[src/rtl/pc_sequencer.sv]
// Registered program counter with sequential, branch, jump, call/return and
// exception next-PC selection, plus a small circular return-address stack.
module pc_sequencer #(
  parameter int                WIDTH     = 32,
  parameter int                STEP      = 1,
  parameter logic [WIDTH-1:0]  RESET_VEC = '0,
  parameter logic [WIDTH-1:0]  EXC_VEC   = WIDTH'('h80),
  parameter int                RAS_DEPTH = 4
) (
  input  logic             clk,
  input  logic             reset,
  input  logic             stall,
  input  logic             branch_taken,
  input  logic [WIDTH-1:0] branch_off,
  input  logic             jump,
  input  logic             call,
  input  logic             ret,
  input  logic [WIDTH-1:0] jump_target,
  input  logic             exc,
  output logic [WIDTH-1:0] pc,
  output logic [WIDTH-1:0] pc_plus,
  output logic [WIDTH-1:0] epc,
  output logic             ras_empty,
  output logic             ras_full,
  output logic             ras_err
);

  localparam int PW = (RAS_DEPTH > 1) ? $clog2(RAS_DEPTH) : 1;
  localparam int CW = PW + 1;
  localparam logic [WIDTH-1:0] STEP_W   = WIDTH'(STEP);
  localparam logic [CW-1:0]    FULL_CNT = CW'(RAS_DEPTH);

  logic [WIDTH-1:0] ras_mem [RAS_DEPTH];
  logic [PW-1:0]    wr_ptr;
  logic [PW-1:0]    top_ptr;
  logic [CW-1:0]    count;
  logic [WIDTH-1:0] br_target;
  logic             push_en;

  assign pc_plus   = pc + STEP_W;
  assign br_target = pc_plus + branch_off * STEP_W;
  assign top_ptr   = wr_ptr - PW'(1);
  assign ras_empty = (count == '0);
  assign ras_full  = (count == FULL_CNT);
  assign push_en   = !exc && !stall && !ret && call;

  // The write pointer wraps, so a push while full lands on the oldest entry.
  always_ff @(posedge clk) begin
    if (push_en) ras_mem[wr_ptr] <= pc_plus;
  end

  always_ff @(posedge clk or posedge reset) begin
    if (reset) begin
      pc      <= RESET_VEC;
      epc     <= '0;
      wr_ptr  <= '0;
      count   <= '0;
      ras_err <= 1'b0;
    end else begin
      ras_err <= 1'b0;
      if (exc) begin
        pc     <= EXC_VEC;
        epc    <= pc;
        wr_ptr <= '0;
        count  <= '0;
      end else if (stall) begin
        pc <= pc;
      end else if (ret) begin
        if (count == '0) begin
          pc      <= pc_plus;
          ras_err <= 1'b1;
        end else begin
          pc     <= ras_mem[top_ptr];
          wr_ptr <= top_ptr;
          count  <= count - CW'(1);
        end
      end else if (call) begin
        pc     <= jump_target;
        wr_ptr <= wr_ptr + PW'(1);
        if (count == FULL_CNT) ras_err <= 1'b1;
        else                   count   <= count + CW'(1);
      end else if (jump) begin
        pc <= jump_target;
      end else if (branch_taken) begin
        pc <= br_target;
      end else begin
        pc <= pc_plus;
      end
    end
  end

endmodule

[config.mk]
export PLATFORM = sky130hd
export DESIGN_NAME = pc_sequencer
export DESIGN_NICKNAME = d
export VERILOG_FILES = /design/src/rtl/pc_sequencer.sv
export SDC_FILE = /design/constraint.sdc
export NUM_CORES = 1
export LEC_CHECK = 0
export BUFFER_PORTS_ARGS = -buffer_cell sky130_fd_sc_hd__buf_4
export CAP_MARGIN = 5
export CORE_MARGIN = 1
export CORE_UTILIZATION = 40
export CTS_CLUSTER_DIAMETER = 200
export DETAILED_ROUTE_END_ITERATION = 8
export MAX_ROUTING_LAYER = met4
export RECOVER_POWER = 50
export SLEW_MARGIN = 30
export SYNTH_ARGS = -nofsm -noshare
export SYNTH_HDL_FRONTEND = slang
export SYNTH_SLANG_ARGS = --single-unit
[constraint.sdc]
create_clock -name clk -period 8.3 [get_ports clk]
set_input_delay 0.415 -clock clk [delete_from_list [all_inputs] [get_ports clk]]
set_output_delay 0.415 -clock clk [all_outputs]
set_load 0.01 [all_outputs]
==> metrics.txt <==
grt ovf=0; library cells used by synthesis=77; 1st-iter DRT viols=860; shortest period the worst path allows=4.77 ns; unrepaired setup endpoints after global routing=no; Rel. slew slack=-171%; first-pass GRT wire length=52400 um; length of routed met3 wiring=2300 um; Vias/cell=5.83; max_cap viols=2; Hold Worst Slack=0.311 ns; Fill cells=2603; die height=169 um; Slew Viols, Final=122; Pleak=5.24 nW; DR WL met2=16300 um; setup slack after layout=3.53 ns; Synthesis Warnings=0; first drt pass iteration count=5; die width=169 um; violated checks=max-capacitance violations, max-slew violations; CTS Buf Count=17; fin crit share=57.5%; largest net degree at the start of global routing=71; Min-Delay Path Class=input pin to flip-flop; post-CTS sizing=0; top routing layer used=met4; final setup TNS=0 ns; cts hold-fix bufs=0; GP Congestion=0.941; pwr dens=259 mW/mm^2; fin cells=1512; Site Rows=60; largest fanout on the critical path=50; area delta synth->final=17.5%; vias in the first global route=8327; GRT Total Usage=25.8%; peak supply drop=149 uV; Total Wirelength=35500 um; Initial Util=41.0%; Max Fclk=210 MHz; Worst-Margin Slew=4.06 ns; Post-CTS Setup Inserts=0; startpoint types=input pin; CTS tree=yes; die area=0.0286 mm^2; share of layout cells above drive strength 1=20.2%; clk buf depth=2; Mapped Area=0.0112 mm^2; Routed wire per std cell=23.5 um; clock sinks=198; initial antenna violation count=1; Core Util, Final=48.2%; IO buf count=170; Synth area leaders=edfxtp_1, dfrtp_1, mux4_2; H-tree levels=4; crit path kind=input pin to flip-flop; Avg Inst Size Synth=11.4 um^2; final setup fails=0; nets=1243; Worst setup EP type=flip-flop; Synth area leader=edfxtp_1; dpl ws=3.81 ns; CP required=8.63 ns; DRC=0; Ports=171; Mapped Cells=976; Critical Path AT=5.10 ns; Post-Syn Nets=1093; Seq cells post-synth=198; met1 wire length=16400 um; post-synthesis sequential area ratio=50.2%; clock root buffer=clkbuf_16; Worst-Skew Late Latency=0.45 ns; Register Area=0.00560 mm^2; Worst-path clk slew=0.08 ns; EDFF count, synth=128; Top FF cell, synth=edfxtp_1; placed wire-length estimate=25300 um; status=complete, but fails checks; multi-input logic area=0.00520 mm^2; Placed Cells=1479; via count=8815; CORE AREA=0.0272 mm^2; final hold viol count=0; Worst Clk Skew=0.0130 ns; asr flop ratio synth=35.4%; Antenna Nets Post-Route=0; Yosys top cell area share=34.5%
worst max-delay path, cell delays in order:
cell and delay (ns):
clkbuf_1 1.95, inv_1 0.95, nand2_1 0.55, nor2_1 0.26, a211oi_1 0.56, mux2_2 0.40
power by group:
group	switching [W]	total, W	leakage, nW	internal (W)
registers	0.0000966	0.00126	2.08	0.00117
logic	0.000780	0.00127	2.86	0.000486
clock network	0.000436	0.000861	0.297	0.000425
total	0.00131	0.00339	5.24	0.00208
flip-flops by register name, indices dropped and copies added (netlist names):
name,cells
ras_err,1
wr_ptr,2
count,3
pc,32
epc,32
ras_mem,128
cells in the final DEF, fill, tap and decap left out, drive strengths merged, types with 43 or more instances in the layout:
cell type and n:
dfrtp 70, nor2 72, nand2 91, clkbuf 94
buf 112, a21oi 63, edfxtp 128, o21ai 55
ha 43
final timing paths:
| path | startpoint | endpoint | slack [ns] | cells after the start |
|---|---|---|---|---|
| worst max-delay path | exc | count[0] | 3.53 | 6 |
| worst min-delay path | jump_target[12] | pc[12] | 0.31 | 3 |
| worst max register to register | pc[2] | pc[31] | 3.64 | 16 |
| worst min register to register | epc[29] | epc[29] | 0.51 | 1 |
| max in group asynchronous | reset | wr_ptr[0] | 4.16 | 3 |
| min in group asynchronous | reset | epc[29] | 1.55 | 3 |
cell usage after synthesis (11+ instances only):
library cell and number:
ha_1 43, edfxtp_1 128, a31oi_1 12, buf_2 12
xor2_1 27, nand2_1 90, o21ai_0 54, mux2_2 34
nor2_1 72, a21o_1 19, clkbuf_1 39, inv_1 28
o211ai_1 11, a211oi_1 19, nand3_1 31, dfrtp_1 70
xnor2_1 23, mux4_2 32, a21oi_1 63
per-layer routing:
layer | global-route usage [%] | up-vias
li1 | - | 4002
met1 | 37.2 | 4411
met2 | 38.3 | 366
met3 | 3.86 | 36
met4 | 5.95 | 0
met5 | - | -
cell type report:
class	instances	area share, %
clock buffers	19	3.47
diodes	1	0.0191
well taps	372	3.55
repair buffers	187	8.59
flip-flops and latches	198	42.7
multi-input cells	694	39.7
inverters	28	0.802
clock inverters	13	1.17
metrics by stage:
stage / power [W] / area [um^2]
4_1_cts: 0.00344 / 13400
5_1_grt: 0.00355 / 13100
3_3_place_gp: 0.00258 / 12800
6_report: 0.00339 / 13100
2_1_floorplan: 0.00206 / 11200
3_5_place_dp: 0.00259 / 12800
cells by family (layout without fill, tap and decap cells):
| kind of cell | after synthesis | after routing | synth area share [%] |
|---|---|---|---|
| AND/OR/NAND/NOR | 273 | 273 | 12.0 |
| AO/OA/AOI/OAI | 249 | 249 | 14.8 |
| flip-flops | 198 | 198 | 50.2 |
| buffers and inverters | 84 | 247 | 2.99 |
| multiplexers | 75 | 75 | 10.7 |
| XOR/XNOR | 52 | 52 | 4.22 |
| adder cells (fa/ha/maj) | 45 | 45 | 5.18 |
| other | 0 | 1 | 0 |
Note: power is estimated with default switching activity, not from simulation.
